File: src/rtl/snn_pkg.sv
// Shared types and default sizing for the spiking-neural-network layer.
// The FSM state enum lives here so the bench and any future layers agree on it.
package snn_pkg;

   typedef enum logic [1:0] {
      IDLE   = 2'd0,
      REQ    = 2'd1,
      UPDATE = 2'd2,
      DONE   = 2'd3
   } state_t;

   localparam int DEF_N_IN       = 4;
   localparam int DEF_N_OUT      = 2;
   localparam int DEF_N_CYCLES   = 10;
   localparam int DEF_CNT_W      = 5;
   localparam int DEF_W_W        = 4;
   localparam int DEF_V_W        = 8;
   localparam int DEF_LEAK_SHIFT = 3;

endpackage

File: src/rtl/lif_neuron.sv
// One leaky integrate-and-fire neuron: membrane register, shift leak, weighted
// spike sum, saturation to the membrane range, threshold compare and spike counter.
module lif_neuron
   import snn_pkg::*;
#(
   parameter int N_IN       = DEF_N_IN,
   parameter int CNT_W      = DEF_CNT_W,
   parameter int W_W        = DEF_W_W,
   parameter int V_W        = DEF_V_W,
   parameter int LEAK_SHIFT = DEF_LEAK_SHIFT
) (
   input  logic                 clk,
   input  logic                 rst_n,
   input  logic                 clr,
   input  logic                 en,
   input  logic [V_W-1:0]       thr,
   input  logic [N_IN*W_W-1:0]  w,
   input  logic [N_IN-1:0]      spikes,
   output logic                 fire,
   output logic [CNT_W-1:0]     cnt
);

   // Wide enough that v - leak + N_IN max-magnitude weights can never wrap.
   localparam int S_W = V_W + W_W + $clog2(N_IN + 1) + 2;
   localparam logic signed [S_W-1:0] V_MAX = S_W'((2 ** (V_W - 1)) - 1);
   localparam logic signed [S_W-1:0] V_MIN = ~V_MAX;

   logic [V_W-1:0]          v;
   logic [V_W-1:0]          v_next;
   logic signed [S_W-1:0]   v_ext;
   logic signed [S_W-1:0]   acc;
   logic signed [S_W-1:0]   w_ext;
   logic                    fire_c;

   always_comb begin
      v_ext = {{(S_W - V_W){v[V_W-1]}}, v};
      acc   = v_ext - (v_ext >>> LEAK_SHIFT);
      w_ext = '0;
      for (int i = 0; i < N_IN; i++) begin
         w_ext = {{(S_W - W_W){w[i*W_W + W_W - 1]}}, w[i*W_W +: W_W]};
         if (spikes[i]) acc = acc + w_ext;
      end
      if (acc > V_MAX)      v_next = V_MAX[V_W-1:0];
      else if (acc < V_MIN) v_next = V_MIN[V_W-1:0];
      else                  v_next = acc[V_W-1:0];
      fire_c = $signed(v_next) >= $signed(thr);
   end

   // fire is a one-cycle strobe: only the cycle after an update may carry a spike.
   always_ff @(posedge clk) begin
      if (!rst_n) begin
         v    <= '0;
         cnt  <= '0;
         fire <= 1'b0;
      end else begin
         fire <= 1'b0;
         if (clr) begin
            v   <= '0;
            cnt <= '0;
         end else if (en) begin
            if (fire_c) begin
               v    <= '0;
               fire <= 1'b1;
               if (cnt != {CNT_W{1'b1}}) cnt <= cnt + 1'b1;
            end else begin
               v <= v_next;
            end
         end
      end
   end

endmodule

File: src/rtl/lif_layer.sv
// Layer of N_OUT LIF neurons sharing one handshake-driven timestep sequencer.
// Each timestep requests an input sample, then updates every neuron in parallel.
module lif_layer
   import snn_pkg::*;
#(
   parameter int N_IN       = DEF_N_IN,
   parameter int N_OUT      = DEF_N_OUT,
   parameter int N_CYCLES   = DEF_N_CYCLES,
   parameter int CNT_W      = DEF_CNT_W,
   parameter int W_W        = DEF_W_W,
   parameter int V_W        = DEF_V_W,
   parameter int LEAK_SHIFT = DEF_LEAK_SHIFT
) (
   input  logic                       clk,
   input  logic                       rst_n,
   input  logic                       start,
   input  logic [V_W-1:0]             thr,
   input  logic [N_OUT*N_IN*W_W-1:0]  w_flat,
   output logic                       sample,
   input  logic                       sample_ready,
   input  logic [N_IN-1:0]            in_spikes,
   output logic [N_OUT-1:0]           out_spikes,
   output logic                       out_valid,
   output logic [N_OUT*CNT_W-1:0]     spike_cnt,
   output logic                       ready,
   output logic                       busy
);

   state_t            state, state_nx;
   logic [CNT_W-1:0]  step;
   logic [V_W-1:0]    thr_q;
   logic [N_IN-1:0]   spk_q;
   logic              clr;
   logic              upd;
   logic              last_step;
   logic              xfer;

   assign last_step = (step == CNT_W'(N_CYCLES - 1));
   assign xfer      = (state == REQ) && sample_ready;
   assign clr       = start && ((state == IDLE) || (state == DONE));
   assign upd       = (state == UPDATE);

   always_ff @(posedge clk) begin
      if (!rst_n) state <= IDLE;
      else        state <= state_nx;
   end

   always_comb begin
      state_nx = state;
      sample   = 1'b0;
      busy     = 1'b0;
      ready    = 1'b0;
      case (state)
         IDLE: begin
            if (start) state_nx = REQ;
         end
         REQ: begin
            sample = 1'b1;
            busy   = 1'b1;
            if (sample_ready) state_nx = UPDATE;
         end
         UPDATE: begin
            busy     = 1'b1;
            state_nx = last_step ? DONE : REQ;
         end
         DONE: begin
            ready = 1'b1;
            if (start) state_nx = REQ;
         end
         default: state_nx = IDLE;
      endcase
   end

   always_ff @(posedge clk) begin
      if (!rst_n) begin
         step      <= '0;
         thr_q     <= '0;
         spk_q     <= '0;
         out_valid <= 1'b0;
      end else begin
         out_valid <= upd;
         if (clr) begin
            step  <= '0;
            thr_q <= thr;
         end
         if (xfer) spk_q <= in_spikes;
         if (upd && !last_step) step <= step + 1'b1;
      end
   end

   for (genvar o = 0; o < N_OUT; o++) begin : g_neuron
      lif_neuron #(
         .N_IN       (N_IN),
         .CNT_W      (CNT_W),
         .W_W        (W_W),
         .V_W        (V_W),
         .LEAK_SHIFT (LEAK_SHIFT)
      ) u_neuron (
         .clk    (clk),
         .rst_n  (rst_n),
         .clr    (clr),
         .en     (upd),
         .thr    (thr_q),
         .w      (w_flat[o*N_IN*W_W +: N_IN*W_W]),
         .spikes (spk_q),
         .fire   (out_spikes[o]),
         .cnt    (spike_cnt[o*CNT_W +: CNT_W])
      );
   end

endmodule

File: config.mk
export PLATFORM = sky130hd
export DESIGN_NAME = lif_layer
export DESIGN_NICKNAME = d
export VERILOG_FILES = /design/src/rtl/snn_pkg.sv /design/src/rtl/lif_neuron.sv /design/src/rtl/lif_layer.sv
export SDC_FILE = /design/constraint.sdc
export NUM_CORES = 1
export LEC_CHECK = 0
export CORE_UTILIZATION = 39
export CTS_CLUSTER_DIAMETER = 100
export DETAILED_ROUTE_END_ITERATION = 8
export GPL_TIMING_DRIVEN = 0
export SYNTH_ARGS = -nofsm -noshare
export SYNTH_HDL_FRONTEND = slang
export SYNTH_SLANG_ARGS = --single-unit
File: constraint.sdc
create_clock -name clk -period 14.4 [get_ports clk]
set_input_delay 4.32 -clock clk [delete_from_list [all_inputs] [get_ports clk]]
set_output_delay 4.32 -clock clk [all_outputs]
set_load 0.1 [all_outputs]
==> Word level (Yosys, flattened, before mapping) <==
Index checks and enable logic that the tools add are counted.
{ "op_classes": {"add_sub_neg": 13, "n_lt_le_gt_ge": 6, "eq_ne": 8, "mux": 25, "bitwise": 2, "reduce_logical": 14} }
{ "op_table": {"columns": ["cell", "count"], "rows": [
  ["two-way mux 17 bit", 8],
  ["adder 17 x 4 -> 17 bit", 6],
  ["two-way mux 8 bit", 6],
  ["> comparator 17 x 8 -> 1 bit (second input constant)", 2],
  ["less-than comparator 17 x 8 -> 1 bit (second input constant)", 2],
  ["adder 9 x 4 -> 10 bit", 2],
  ["subtractor 8 x 5 -> 9 bit", 2],
  [">= comparator 8 bit", 2],
  ["adder 5 x 1 -> 5 bit (second input constant)", 3],
  ["two-way mux 5 bit", 2],
  ["!= test 5 bit (second input constant)", 2],
  ["two-way mux 2 bit", 3],
  ["one-hot mux 2 bit (3 select lines)", 1],
  ["AND reduction 3 bit", 2],
  ["OR reduction 2 bit", 3],
  ["== test 5 x 4 -> 1 bit (second input constant)", 1],
  ["two-way mux 1 bit", 5],
  ["== test 2 bit (second input constant)", 2],
  ["logical AND 1 bit", 3],
  ["OR reduction 3 bit", 1],
  ["== test 2 x 1 -> 1 bit (second input constant)", 1],
  ["zero test 2 bit", 1],
  ["!= test 2 x 1 -> 1 bit (second input constant)", 1],
  ["!= test 2 bit (second input constant)", 1],
  ["5 further kinds", 6]
]} }
{ "word_totals": {"reg_bits": 48, "in_bits": 48, "output_inout_bits": 16, "elab_cells": 79} }

==> Depth between registers and ports, before layout <==
{ "depth": {"ltp_word": 14, "mapped_depth": 53, "mapped_depth_nobuf": 50} }

==> Cells and area by module <==
From an unflattened synthesis, not the netlist that was laid out.
{ "hier_totals": {"cells_unflattened": 1358, "area_unflattened_um2": 9902.0} }
{ "by_module_without_submodules": {"columns": ["module", "n_inst", "cells_each", "area_per_inst_um2"], "rows": [
  ["lif_neuron at g_neuron[1].u_neuron", 1, 626, 4509.3],
  ["lif_neuron at g_neuron[0].u_neuron", 1, 628, 4491.8],
  ["lif_layer", 1, 104, 900.9]
]} }

==> Least setup slack after synthesis <==
OpenSTA, ideal clock, no wires.
{ "synth_path": {"path_kind": "input to register", "start": "input port w_flat[0]", "end": "register g_neuron[0].u_neuron.cnt[3]", "setup_ns": 0.070, "arrival_ns": 12.679, "required_time_ns": 14.330, "setup_slack_ns": 1.651, "path_stages": 43, "path_buffers": 0, "path_cell_list": "ha_1 -> inv_1 -> fa_1 -> nor2b_1 -> o31a_1 -> o41ai_1 -> mux2_2 -> or3_1 -> ha_1 -> a211o_1 -> o21ai_0 -> o221ai_4 -> inv_1 -> ha_1 -> a21oi_1 -> nor2b_1 -> a311oi_1 -> nor2b_1 -> [7 not listed] -> a21oi_1 -> mux2i_1 -> xnor2_2 -> inv_1 -> o31a_1 -> o21a_1 -> ha_1 -> nand2b_1 -> a21o_1 -> a21o_1 -> a21o_1 -> a21oi_1 -> nor2b_1 -> o21ai_0 -> a31oi_1 -> nand3b_1 -> or3_1 -> a21oi_1"} }
{ "synth_between": {"elab_chain_len": 13, "word_cells_on_any_way": 14} }
{ "synth_rtl": {"columns": ["element", "line_no", "rtl"], "rows": [
  ["from (decl)", "lif_layer.sv:18", "input logic [N_OUT*N_IN*W_W-1:0] w_flat,"],
  ["adder 9 x 4 -> 10 bit *", "lif_neuron.sv:41", "if (spikes[i]) acc = acc + w_ext;"],
  ["two-way mux 17 bit *", "lif_neuron.sv:41", null],
  ["adder 17 x 4 -> 17 bit", "lif_neuron.sv:41", null],
  ["two-way mux 17 bit *", "lif_neuron.sv:41", null],
  ["adder 17 x 4 -> 17 bit", "lif_neuron.sv:41", null],
  ["two-way mux 17 bit *", "lif_neuron.sv:41", null],
  ["adder 17 x 4 -> 17 bit", "lif_neuron.sv:41", null],
  ["two-way mux 17 bit *", "lif_neuron.sv:41", null],
  ["less-than comparator 17 x 8 -> 1 bit", "lif_neuron.sv:44", "else if (acc < V_MIN) v_next = V_MIN[V_W-1:0];"],
  ["two-way mux 8 bit", "lif_neuron.sv:44", null],
  ["two-way mux 8 bit *", "lif_neuron.sv:43", "if (acc > V_MAX) v_next = V_MAX[V_W-1:0];"],
  [">= comparator 8 bit *", "lif_neuron.sv:46", "fire_c = $signed(v_next) >= $signed(thr);"],
  ["AND reduction 3 bit (no line) *", null, null],
  ["to (signal assigned)", "lif_neuron.sv:64", "if (cnt != {CNT_W{1'b1}}) cnt <= cnt + 1'b1;"],
  ["to (decl)", "lif_neuron.sv:20", "output logic [CNT_W-1:0] cnt"]
]} }
Every way passes the cells marked *; elsewhere a longest branch is shown, timed or not.
A chain may end at the register's enable or synchronous reset.

==> Worst setup path after layout <==
{ "layout_path": {"start": "input port w_flat[0]", "end": "register g_neuron[0].u_neuron.cnt[1]"} }
The elaborated chain is that of the path after synthesis.

==> impl.org <==
** Yosys
- In this run the biggest area consumer among cell types represents 18.8% of the synthesized area.
- Count of synthesis-stage warnings from yosys :: 0
- Counting flops and latches in the post-synthesis netlist gives 48.
- For this run, the leading register cell type out of synthesis is dfxtp_1.
- After synthesis the cells add up to ~9500 um2.
- Counting flops with an async set or reset pin after synthesis yields a share of 0%.
- The largest total area in the synthesized netlist belongs to ha_1.
- The netlist uses 86 different library cells.
- In this run, synthesis inferred 0 flip-flops with an integrated enable.
- Sequential fraction of the synthesis area :: 10.1%
- Average instance area after synthesis :: 7.62 um2
- Number of cells produced by synthesis :: 1,243
- Counting every net in the synthesized netlist gives 1,443.
- Cell types occupying the most area after synthesis :: ha_1, dfxtp_1, o21ai_0

** Layout
- In the final layout, the share of cells above drive strength 1 is ~7.4%.
- Storage element area :: 961 um2
- 0 antenna diodes ended up in the layout.
- Area occupied by multi-input gates :: just over 8000 um2
- Final layout net count :: 1,517
- Synth-to-layout area growth :: 13.6%
- Fill cell instance count of the final layout :: approximately 2,500
- Post-route cell area :: around 11,000 um2

** Setup path
- Maximum fanout along the worst path :: 8
- Critical Path Slowest Stage Cell :: or4_1
- The worst setup path is launched from an input pin.
- STA puts the critical path data arrival time at 13,940 ps.
- STA classifies the critical path endpoint as a register.
- The most numerous cell type found on the critical path is ha_1.
- STA puts the critical path data required time at around 15,000 ps.
- Critical path class :: in -> reg
- R2R setup slack :: 3720 ps
- Longest individual stage delay on the worst path :: 590 ps

** Clock network
- The clock reaches the later pin of the worst-skew pair after 290 ps.
- Quantity of hold-fixing buffers added after cts :: 0
- The tree is rooted in a clkbuf_16.
- Counting the buffers created by CTS gives 5.
- Clock tree from TritonCTS :: built
- The tree built by TritonCTS fans out to 48 sinks.
- Register clock-pin slew on the reported worst setup and hold paths :: 70 ps
- Counting along the longest clock path gives a buffer depth of 2.
- CTS built an H-tree with a depth of 2.

** Die
- Core ar. :: 23,700 um2
- Row generation in the floorplan step produced 56 rows.
- DIE WIDTH :: 158 um
- The die is about 160 um tall.
- The die covers around 25,000 um2.
- I/O pin count :: 64
- For this configuration, the core starts out at a cell density of 40.0%.

** Drt
- In the routed layout, each cell is associated on average with a via count of 5.61.
- After detailed routing, the number of remaining DRC violations is 0.
- Dividing the detail-routed wire length by the instance count gives roughly 16 um.
- Number of search-and-repair iterations in the first detailed-routing pass :: 6
- Number of routed nets with antenna violations :: 0
- Vias post-DR :: 9,182
- Total wirelength of the detailed-routed design :: 26,300 um
- The first routing iteration left between 600 and 700 violations.

** Timing
- For the final database, setup skew stands at 10.6 ps.
- Share of the clock period used by the worst path :: a little over nine tenths
- Number of endpoints with negative hold slack in the final report :: 0
- For this run, the top clock speed supported by timing is 0.0727 GHz.
- The worst pin sits at a relative slew slack of 34.1%.
- For the pin with the worst max-slew slack, the measured transition is 986 ps.
- The final count of pins violating max slew came to 0.
- Final setup violation count :: 0
- The worst path in the final design needs a cycle of 13,760 ps, including I/O delays and setup.

** Global routing
- Number of antenna violations at the first check in global routing :: 0
- Entering global routing, the biggest net connects 20 pins.
- The number of global-route vias before repair came to 8,265.
- The first global-routing pass estimated 42,300 um of wire.
- The total overflow left after global routing is 0.
- Overall routing resource usage :: between 20% and 30%

** Place
- Final weighted congestion of routability-driven global placement :: 0.906
- Post-Place Cell Area :: 10,500 um2
- HPWL after detailed placement :: 22,000 um
- The count of buffers added on input and output ports is 63.

** Job
- Across the run, the number of max-cap violations was 0.

** Run status
- The run finished with clean final reports.

** Min path
- Path category of the worst min-delay check :: reg -> reg
logic make-up (layout without fill, tap and decap cells):
family,Yosys count,after routing,synth area share [%]
xor+xnor,72,72,6.89
mux,43,43,5.15
flops,48,48,10.1
buf+inv,121,196,5.15
fa+ha+maj,152,152,20.9
simple gates,389,389,20.2
compound gates,418,418,31.6
state kept, by name (all words and copies together) (netlist names):
register and count:
step 5, state 2, g_neuron.u_neuron.cnt 10, g_neuron.u_neuron.fire 2, g_neuron.u_neuron.v 16, spk_q 4, out_valid 1, thr_q 8
cell type report:
cell class,count,share of cell area (%)
sequential,48,8.92
clock inverter,3,0.639
inverter,85,2.96
tap,319,3.71
buffer,36,1.57
multi-input combinational,1074,74.9
timing repair buffer,67,6.14
clock buffer,5,1.16
per-layer routing:
layer  vias to the layer above  routed length, um  global-route usage, %
li1                       4752                  -                      -
met1                      4259              13000                   29.5
met2                       160              12300                   36.5
met3                        11                895                   1.20
met4                         0                129                   2.03
met5                         -                  0                      0
what timing repair did:
item	CTS	global route
resized for setup	0	9
buffers inserted	0	4
setup endpoints to repair	0	19
worst max-delay path: cells and delay by family:
family          cells  cell delay, ps
xor+xnor            3             430
fa+ha+maj           6            1810
buf+inv             4             810
simple gates       10            1970
compound gates     18            3320
mux                 5            1270
path summary, 6_finish.rpt:
kind                        startpoint                          end  cells past startpoint
min          g_neuron[1].u_neuron.v[0]    g_neuron[1].u_neuron.v[0]                      2
max                          w_flat[0]  g_neuron[0].u_neuron.cnt[1]                     46
max reg2reg  g_neuron[0].u_neuron.v[5]  g_neuron[0].u_neuron.cnt[1]                     48
min reg2reg  g_neuron[1].u_neuron.v[0]    g_neuron[1].u_neuron.v[0]                      2
Yosys cell counts, types with 13 or more instances:
library cell,n
ha_1,142
nor2_1,106
nand2_1,100
inv_1,84
o21ai_0,83
a21oi_1,79
dfxtp_1,48
a21o_1,40
xnor2_1,38
xor2_1,31
nor3_1,30
a211oi_1,29
o21a_1,28
nand2b_1,27
nand3_1,26
nor2b_1,25
clkbuf_1,23
mux2_2,23
o21ai_1,19
mux2i_1,17
a21boi_0,15
a31oi_1,15
and2_1,13
o211ai_1,13
metrics by stage:
step | setup slack (ps) | utilization [%] | instances | setup TNS (ps) | hold WS, ps
2_1_floorplan | 1650 | - | 1243 | 0 | 427
5_1_grt | -2.42 | 45.5 | 1637 | -2.42 | 476
6_report | 637 | 45.5 | 1637 | 0 | 454
4_1_cts | 117 | 45.2 | 1633 | 0 | 452
3_3_place_gp | -91.7 | 44.4 | 1625 | -593 | 438
3_5_place_dp | -135 | 44.4 | 1625 | -833 | 444
cell usage in the layout (no fill, tap or decap), drive strengths merged, types with 8 or more instances in the layout:
master	netlist	final
o21a	29	29
dfxtp	48	48
xor2	31	31
o22ai	8	8
or3	11	11
inv	84	85
nor2	106	106
nand2b	27	27
nor2b	25	25
buf	13	17
and2	14	14
clkdlybuf4s50	0	63
nor3	30	30
clkbuf	23	28
mux2	23	23
xnor2	41	41
nand4	8	8
nand2	101	101
fa	10	10
a21oi	79	79
a31oi	15	15
ha	142	142
a21o	40	40
o21ai	102	102
o31a	11	11
o211ai	15	15
nand3	27	27
a21boi	15	15
o41ai	9	9
mux2i	20	20
o31ai	10	10
a211oi	37	37
Power is left out: the tool's default activity adds up to more than one toggle a clock period on the data nets, which glitch-free logic cannot reach.
